### config.mk
export PLATFORM = sky130hd
export DESIGN_NAME = l1d_req_issue_sched
export DESIGN_NICKNAME = d
export VERILOG_FILES = /design/src/rtl/l1d_sched_pkg.sv /design/src/rtl/l1d_req_issue_sched_age.sv /design/src/rtl/l1d_req_issue_sched.sv
export SDC_FILE = /design/constraint.sdc
export NUM_CORES = 2
export LEC_CHECK = 0
export BUFFER_PORTS_ARGS = -buffer_cell sky130_fd_sc_hd__buf_2
export CORE_MARGIN = 2
export CORE_UTILIZATION = 40
export CTS_CLUSTER_DIAMETER = 80
export CTS_CLUSTER_SIZE = 25
export DETAILED_ROUTE_END_ITERATION = 6
export MAX_ROUTING_LAYER = met4
export PLACE_DENSITY_LB_ADDON = 0.15
export SETUP_SLACK_MARGIN = 0.02
export SYNTH_ARGS = -nofsm -noshare
export SYNTH_HDL_FRONTEND = slang
export SYNTH_SLANG_ARGS = --single-unit
### constraint.sdc
create_clock -name clk -period 4.9 [get_ports clk]
set_clock_uncertainty 0.05 [all_clocks]
set_input_delay 1.47 -clock clk [delete_from_list [all_inputs] [get_ports clk]]
set_output_delay 1.47 -clock clk [all_outputs]
set_load 0.03 [all_outputs]
### src/rtl/l1d_sched_pkg.sv
// Shared types for the L1D request issue scheduler.
// Slot state encoding and the per-slot storage record.
package l1d_sched_pkg;

    // Widest payload a slot can hold; the scheduler uses the low PAYLOAD_W bits.
    localparam int SLOT_PAYLOAD_W = 64;

    typedef enum logic [1:0] {
        FREE   = 2'd0,
        WAIT   = 2'd1,
        READY  = 2'd2,
        ISSUED = 2'd3
    } slot_state_e;

    typedef struct packed {
        slot_state_e               state;
        logic [SLOT_PAYLOAD_W-1:0] payload;
    } req_slot_t;

endpackage

### src/rtl/l1d_req_issue_sched_age.sv
// Age-order selector: an age matrix over ENTRY_COUNT slots.
// older[j][i] set means slot j was enqueued before slot i.
module age_order_selector #(
    parameter int ENTRY_COUNT = 8,
    parameter int ENQ_WIDTH   = 1,
    parameter int DEQ_WIDTH   = 1,
    parameter int SEL_WIDTH   = 1,
    localparam int TAG_W      = $clog2(ENTRY_COUNT)
) (
    input  logic                             clk,
    input  logic                             rst,
    input  logic                             flush,
    input  logic [ENQ_WIDTH-1:0]             enq_vld,
    input  logic [ENQ_WIDTH*TAG_W-1:0]       enq_tag,
    input  logic [DEQ_WIDTH-1:0]             deq_vld,
    input  logic [DEQ_WIDTH*TAG_W-1:0]       deq_tag,
    input  logic [ENTRY_COUNT-1:0]           sel_mask,
    output logic [SEL_WIDTH-1:0]             sel_vld,
    output logic [SEL_WIDTH*ENTRY_COUNT-1:0] sel_onehot
);

    logic [ENTRY_COUNT-1:0]                  live_q;
    logic [ENTRY_COUNT-1:0]                  live_d;
    logic [ENTRY_COUNT-1:0][ENTRY_COUNT-1:0] older_q;
    logic [ENTRY_COUNT-1:0][ENTRY_COUNT-1:0] older_d;
    logic [TAG_W-1:0]                        t;
    logic [ENTRY_COUNT-1:0]                  pool;
    logic [ENTRY_COUNT-1:0]                  pick;
    logic                                    blocked;

    // Next matrix: dequeues drop a row/column, enqueues become youngest.
    always_comb begin
        live_d  = live_q;
        older_d = older_q;
        t       = '0;
        for (int d = 0; d < DEQ_WIDTH; d++) begin
            if (deq_vld[d]) begin
                t          = deq_tag[d*TAG_W +: TAG_W];
                live_d[t]  = 1'b0;
                older_d[t] = '0;
                for (int j = 0; j < ENTRY_COUNT; j++) begin
                    older_d[j][t] = 1'b0;
                end
            end
        end
        for (int e = 0; e < ENQ_WIDTH; e++) begin
            if (enq_vld[e]) begin
                t          = enq_tag[e*TAG_W +: TAG_W];
                older_d[t] = '0;
                for (int j = 0; j < ENTRY_COUNT; j++) begin
                    older_d[j][t] = live_d[j];
                end
                live_d[t] = 1'b1;
            end
        end
        if (flush) begin
            live_d  = '0;
            older_d = '0;
        end
    end

    // Matrix and liveness registers.
    always_ff @(posedge clk) begin
        if (rst) begin
            live_q  <= '0;
            older_q <= '0;
        end else begin
            live_q  <= live_d;
            older_q <= older_d;
        end
    end

    // Pick the oldest masked slot, then the next oldest, per select lane.
    always_comb begin
        pool       = sel_mask & live_q;
        pick       = '0;
        blocked    = 1'b0;
        sel_vld    = '0;
        sel_onehot = '0;
        for (int s = 0; s < SEL_WIDTH; s++) begin
            pick = '0;
            for (int i = 0; i < ENTRY_COUNT; i++) begin
                blocked = 1'b0;
                for (int j = 0; j < ENTRY_COUNT; j++) begin
                    if (pool[j] && older_q[j][i]) blocked = 1'b1;
                end
                if (pool[i] && !blocked) pick[i] = 1'b1;
            end
            sel_onehot[s*ENTRY_COUNT +: ENTRY_COUNT] = pick;
            sel_vld[s] = |pick;
            pool = pool & ~pick;
        end
    end

endmodule

### src/rtl/l1d_req_issue_sched.sv
// L1D miss/replay request scheduler: slot table, oldest-ready
// issue through one output register, retire/replay on response.
module l1d_req_issue_sched
    import l1d_sched_pkg::*;
#(
    parameter int ENTRY_COUNT = 8,
    parameter int PAYLOAD_W   = 64,
    localparam int TAG_W      = $clog2(ENTRY_COUNT)
) (
    input  logic                 clk,
    input  logic                 rst_n,
    input  logic                 alloc_vld_i,
    input  logic                 alloc_wait_i,
    input  logic [PAYLOAD_W-1:0] alloc_payload_i,
    output logic                 alloc_rdy_o,
    output logic [TAG_W-1:0]     alloc_tag_o,
    input  logic                 wake_vld_i,
    input  logic [TAG_W-1:0]     wake_tag_i,
    output logic                 issue_vld_o,
    input  logic                 issue_rdy_i,
    output logic [TAG_W-1:0]     issue_tag_o,
    output logic [PAYLOAD_W-1:0] issue_payload_o,
    input  logic                 resp_vld_i,
    input  logic [TAG_W-1:0]     resp_tag_i,
    input  logic                 resp_replay_i,
    input  logic                 flush_i,
    output logic [TAG_W:0]       occupancy_o,
    output logic                 empty_o
);

    function automatic logic [TAG_W-1:0] lowest_set(
        input logic [ENTRY_COUNT-1:0] vec
    );
        lowest_set = '0;
        for (int i = ENTRY_COUNT - 1; i >= 0; i--) begin
            if (vec[i]) lowest_set = TAG_W'(i);
        end
    endfunction

    function automatic logic [TAG_W-1:0] onehot_idx(
        input logic [ENTRY_COUNT-1:0] vec
    );
        onehot_idx = '0;
        for (int i = 0; i < ENTRY_COUNT; i++) begin
            if (vec[i]) onehot_idx = onehot_idx | TAG_W'(i);
        end
    endfunction

    req_slot_t              slots_q [ENTRY_COUNT];
    req_slot_t              slots_d [ENTRY_COUNT];
    logic [ENTRY_COUNT-1:0] free_vec;
    logic [ENTRY_COUNT-1:0] ready_vec;
    logic [ENTRY_COUNT-1:0] sel_onehot;
    logic                   sel_vld;
    logic [TAG_W-1:0]       sel_tag;
    slot_state_e            resp_state;
    logic                   alloc_fire;
    logic                   retire;
    logic                   handshake;
    logic                   can_load;
    logic                   load_sel;
    logic                   load_byp;
    logic                   out_vld_q;
    logic [TAG_W-1:0]       out_tag_q;
    logic [PAYLOAD_W-1:0]   out_payload_q;
    logic [TAG_W:0]         occ_q;

    // Free and ready masks from registered slot state.
    always_comb begin
        free_vec  = '0;
        ready_vec = '0;
        for (int i = 0; i < ENTRY_COUNT; i++) begin
            free_vec[i]  = slots_q[i].state == FREE;
            ready_vec[i] = slots_q[i].state == READY;
        end
    end

    assign alloc_rdy_o = rst_n & (|free_vec) & ~flush_i;
    assign alloc_tag_o = lowest_set(free_vec);
    assign alloc_fire  = alloc_vld_i & alloc_rdy_o;
    assign resp_state  = slots_q[resp_tag_i].state;
    assign retire      = resp_vld_i & ~resp_replay_i & (resp_state == ISSUED);
    assign handshake   = out_vld_q & issue_rdy_i;
    assign can_load    = ~out_vld_q | issue_rdy_i;
    assign load_sel    = sel_vld & can_load;
    // A fresh READY alloc is the youngest, so it only bypasses when nothing older is ready.
    assign load_byp    = alloc_fire & ~alloc_wait_i & ~sel_vld & can_load;
    assign sel_tag     = onehot_idx(sel_onehot);

    age_order_selector #(
        .ENTRY_COUNT (ENTRY_COUNT),
        .ENQ_WIDTH   (1),
        .DEQ_WIDTH   (1),
        .SEL_WIDTH   (1)
    ) u_age (
        .clk        (clk),
        .rst        (~rst_n),
        .flush      (flush_i),
        .enq_vld    (alloc_fire),
        .enq_tag    (alloc_tag_o),
        .deq_vld    (retire),
        .deq_tag    (resp_tag_i),
        .sel_mask   (ready_vec),
        .sel_vld    (sel_vld),
        .sel_onehot (sel_onehot)
    );

    // Per-slot next state; flush overrides every other update.
    always_comb begin
        for (int i = 0; i < ENTRY_COUNT; i++) begin
            slots_d[i] = slots_q[i];
            if (alloc_fire && alloc_tag_o == TAG_W'(i)) begin
                slots_d[i].payload = '0;
                slots_d[i].payload[PAYLOAD_W-1:0] = alloc_payload_i;
                if (alloc_wait_i)  slots_d[i].state = WAIT;
                else if (load_byp) slots_d[i].state = ISSUED;
                else               slots_d[i].state = READY;
            end
            if (wake_vld_i && wake_tag_i == TAG_W'(i) &&
                slots_q[i].state == WAIT) begin
                slots_d[i].state = READY;
            end
            if (load_sel && sel_onehot[i]) slots_d[i].state = ISSUED;
            if (resp_vld_i && resp_tag_i == TAG_W'(i) &&
                slots_q[i].state == ISSUED) begin
                if (!resp_replay_i)
                    slots_d[i].state = FREE;
                else if (wake_vld_i && wake_tag_i == TAG_W'(i))
                    slots_d[i].state = READY;
                else
                    slots_d[i].state = WAIT;
            end
            if (flush_i) slots_d[i].state = FREE;
        end
    end

    // Slot table registers.
    always_ff @(posedge clk) begin
        for (int i = 0; i < ENTRY_COUNT; i++) begin
            if (!rst_n) slots_q[i] <= '{state: FREE, payload: '0};
            else        slots_q[i] <= slots_d[i];
        end
    end

    // Output register: holds while stalled, reloads on empty or handshake.
    always_ff @(posedge clk) begin
        if (!rst_n || flush_i) begin
            out_vld_q     <= 1'b0;
            out_tag_q     <= '0;
            out_payload_q <= '0;
        end else if (load_sel) begin
            out_vld_q     <= 1'b1;
            out_tag_q     <= sel_tag;
            out_payload_q <= slots_q[sel_tag].payload[PAYLOAD_W-1:0];
        end else if (load_byp) begin
            out_vld_q     <= 1'b1;
            out_tag_q     <= alloc_tag_o;
            out_payload_q <= alloc_payload_i;
        end else if (handshake) begin
            out_vld_q     <= 1'b0;
            out_tag_q     <= '0;
            out_payload_q <= '0;
        end
    end

    // Occupancy counter: alloc adds, retire subtracts.
    always_ff @(posedge clk) begin
        if (!rst_n || flush_i)
            occ_q <= '0;
        else if (alloc_fire && !retire)
            occ_q <= occ_q + 1'b1;
        else if (!alloc_fire && retire)
            occ_q <= occ_q - 1'b1;
    end

    assign issue_vld_o     = out_vld_q;
    assign issue_tag_o     = out_tag_q;
    assign issue_payload_o = out_payload_q;
    assign occupancy_o     = occ_q;
    assign empty_o         = occ_q == '0;

    resp_legal: assert property (@(posedge clk) disable iff (!rst_n)
        resp_vld_i |-> resp_state == ISSUED &&
                       !(out_vld_q && out_tag_q == resp_tag_i));

    occ_no_wrap: assert property (@(posedge clk) disable iff (!rst_n)
        (alloc_fire && !retire) |-> occ_q != (TAG_W+1)'(ENTRY_COUNT));

    occ_no_under: assert property (@(posedge clk) disable iff (!rst_n)
        (retire && !alloc_fire) |-> occ_q != '0);

endmodule

==> run_results.csv <==
group,metric,value,unit
outcome,outcome,"finished, final reports clean",
yosys,synth.distinct_cells,71,
sta,slew_headroom,21.4,%
global_route,grt_pass1_vias,26700,
worst_setup_path,crit_top_cell,"o22a_1",
sta,min_period_over_period,86.7,%
clock_tree,insertion_delay,0.61,ns
yosys,syn_area_per_cell,8.14,sq um
route,via_count,27900,
worst_setup_path,slowest_stage,"o22a_1",
clock_tree,cts_tree,"done",
global_route,antenna_found_initial,8,
yosys,syn_nets,4014,
route,routedWlPerCell,22.7,um
final_layout,layout.nets,3879,
floorplan,start_util,40.4,%
clock_tree,hold_buffers,0,
sta,finalSetupTns,0,ns
placement,place_congestion,0.945,
route,drt-pass1-iter-count,5,
pwr,ir_worst_vdd,0.205,mV
pwr,p_per_area,284,nW/um^2
clock_tree,clock_sinks,672,
worst_setup_path,critical_path.top_delay_family,"compound AO/OA/AOI/OAI gates",
clock_tree,post_cts_buffers,0,
final_layout,synthToLayoutAreaGrowth,8.78,%
sta,setup_viol,0,
clock_tree,root_buffer,"clkbuf_16",
floorplan,num_rows,103,
final_layout,multiInputGateArea,16500,sq um
worst_setup_path,critical_path_required,3.38,ns
sta,rsz0062_at_grt,"false",
pwr,leakage,0.0116,uW
yosys,synth_area,32000,sq um
sta,finalHoldViolCount,0,
final_layout,postLayoutCoreUtil,44.0,%
final_layout,seq_area,13500,sq um
floorplan,ios,156,
yosys,ys_warn_count,0,
worst_setup_path,crit_fanout,9,
worst_setup_path,critPathMaxStageDelay,0.39,ns
route,drt_iter0_drc,2649,
clock_tree,htree_levels,2,
floorplan,dieArea,82300,sq um
final_layout,fill_cells,7954,
yosys,synthCells,3931,
yosys,ys_ff_latch,672,
pwr,finalPower,9900,uW
placement,dpl.cell_count,4805,
floorplan,die_x,287,um
clock_tree,cts.repair.resized,0,
worst_setup_path,critPathKind,"flop to output port",
yosys,synth_top_area_share,42.0,%
flow_run,maxCapViolCount,0,
worst_setup_path,crit_chain,"buf_4 > o32a_1 > o22a_1 > o22a_1 > nor2_1 > buf_2",
yosys,yosys-top-cells-count,"nand2_1, dfxtp_1, a21boi_0",
sta,drv_slew,0,
placement,port_buffers,155,
worst_hold_path,hp-class,"flop to flop",
clock_tree,clock_path_buffers,3,
yosys,synth.most_common_cell,"nand2_1",
sta,worst_pin_slew,1.18,ns
placement,detailed_place_hpwl,64100,um
sta,clock.fmax,0.235,GHz
yosys,yosysTopAreaCell,"dfxtp_1",
route,drtAntennaViolNets,0,
route,viasPerCell,5.72,
worst_setup_path,start_kind,"flop",
yosys,synth_ff_type,"dfxtp_1",
clock_tree,numCtsBuffers,39,
worst_setup_path,cp-end-kind,"output port",
route,wl,111000,um
worst_setup_path,crit_arrival,2.73,ns
route,drc,0,
clock_tree,clk_pin_slew_worst_paths,0.10,ns
global_route,grt_first_pass_wirelength,170000,um
final_layout,instances_no_fill,4878,
global_route,grt_usage,27.1,%
yosys,synth_area_leaders,"dfxtp_1, nand2_1, a21boi_0",
global_route,grt_overflow,0,
global_route,grt_max_degree,234,
yosys,synthArstFlopShare,0,%
final_layout,drive_gt1_share,14.2,%
floorplan,core-area,79100,sq um
worst_setup_path,crit_buf_inv,2,
sta,period_minus_slack,4.25,ns
floorplan,die_height,287,um
yosys,yosysSeqAreaShare,42.0,%
yosys,synth_edf_count,0,
[stage by stage]
stage	hold slack [ns]	instance area (sq um)	setup slack, ns
2_1_floorplan	0.375	32000	0.698
3_3_place_gp	0.398	33400	0.431
3_5_place_dp	0.405	33400	0.440
4_1_cts	0.418	34800	0.697
5_1_grt	0.431	34800	0.581
6_report	0.417	34800	0.651
[layout make-up]
class                   instances  area share (%)
clock inverters                22           0.852
flip-flops and latches        672            38.7
well taps                    1050            3.77
repair buffers                250            4.88
clock buffers                  45            3.05
diodes                          6          0.0431
inverters                     126            1.36
multi-input cells            2707            47.4
[metal layers]
layer / GRT usage [%] / routed length, um
met1: 38.0 / 51700
met2: 41.3 / 49200
met3: 4.00 / 7930
met4: 6.03 / 2150
met5: - / 0
[sequential cells by signal, summed over array words and instances, names as in the netlist]
name	count
slots_q	528
u_age.live_q	8
occupancy_o	4
issue_payload_o	64
issue_tag_o	3
issue_vld_o	1
u_age.older_q	64
[worst paths after layout]
check	slack (ns)	start	cells after the start	endpoint
worst max register to register	0.83	u_age.live_q[7]	8	issue_payload_o[24]
worst min register to register	0.42	slots_q[3][37]	2	slots_q[3][37]
worst max-delay path	0.65	slots_q[7][64]	6	alloc_tag_o[0]
worst min-delay path	0.42	slots_q[3][37]	2	slots_q[3][37]
[worst reg2reg max path: cells and delay by family (launching register included)]
kind,cells,cell delay [ns]
and+or+nand+nor,5,1.86
AOI/OAI and AO/OA,2,0.62
buffers and inverters,1,0.84
DFF,1,0.61
[where the power goes]
group	switching, uW	internal [uW]
registers	14.4	5480
clock network	2150	1800
logic	311	147
total	2470	7430
[logic make-up after synthesis]
kind of cell             count (synthesis)  synth area share [%]
adder cells (fa/ha/maj)                  4                 0.180
multiplexers                           199                  7.06
buffers and inverters                  552                  6.97
AND/OR/NAND/NOR                       1489                  19.9
XOR/XNOR                                 3                0.0821
flip-flops                             672                  42.0
AO/OA/AOI/OAI                         1012                  23.8
[cells in the final DEF (no fill, tap or decap), drive strengths merged, types with 5 or more instances in the layout]
master / count
a21boi: 514
and2: 8
o22ai: 5
and4b: 15
nand4b: 7
nand2: 1145
nor3: 16
and3b: 7
and3: 10
diode: 6
o211ai: 186
buf: 250
a2111oi: 8
a222oi: 11
clkbuf: 45
nand2b: 6
mux2: 194
nor2b: 10
clkinv: 8
nand4: 13
o21ai: 30
inv: 135
a221oi: 60
a31oi: 15
nor4: 60
nor2: 45
a22oi: 12
a21oi: 68
nand3: 122
dfxtp: 672
a311oi: 5
and4: 8
a211oi: 6
o41ai: 67
Power figures use the tool's default switching activity.
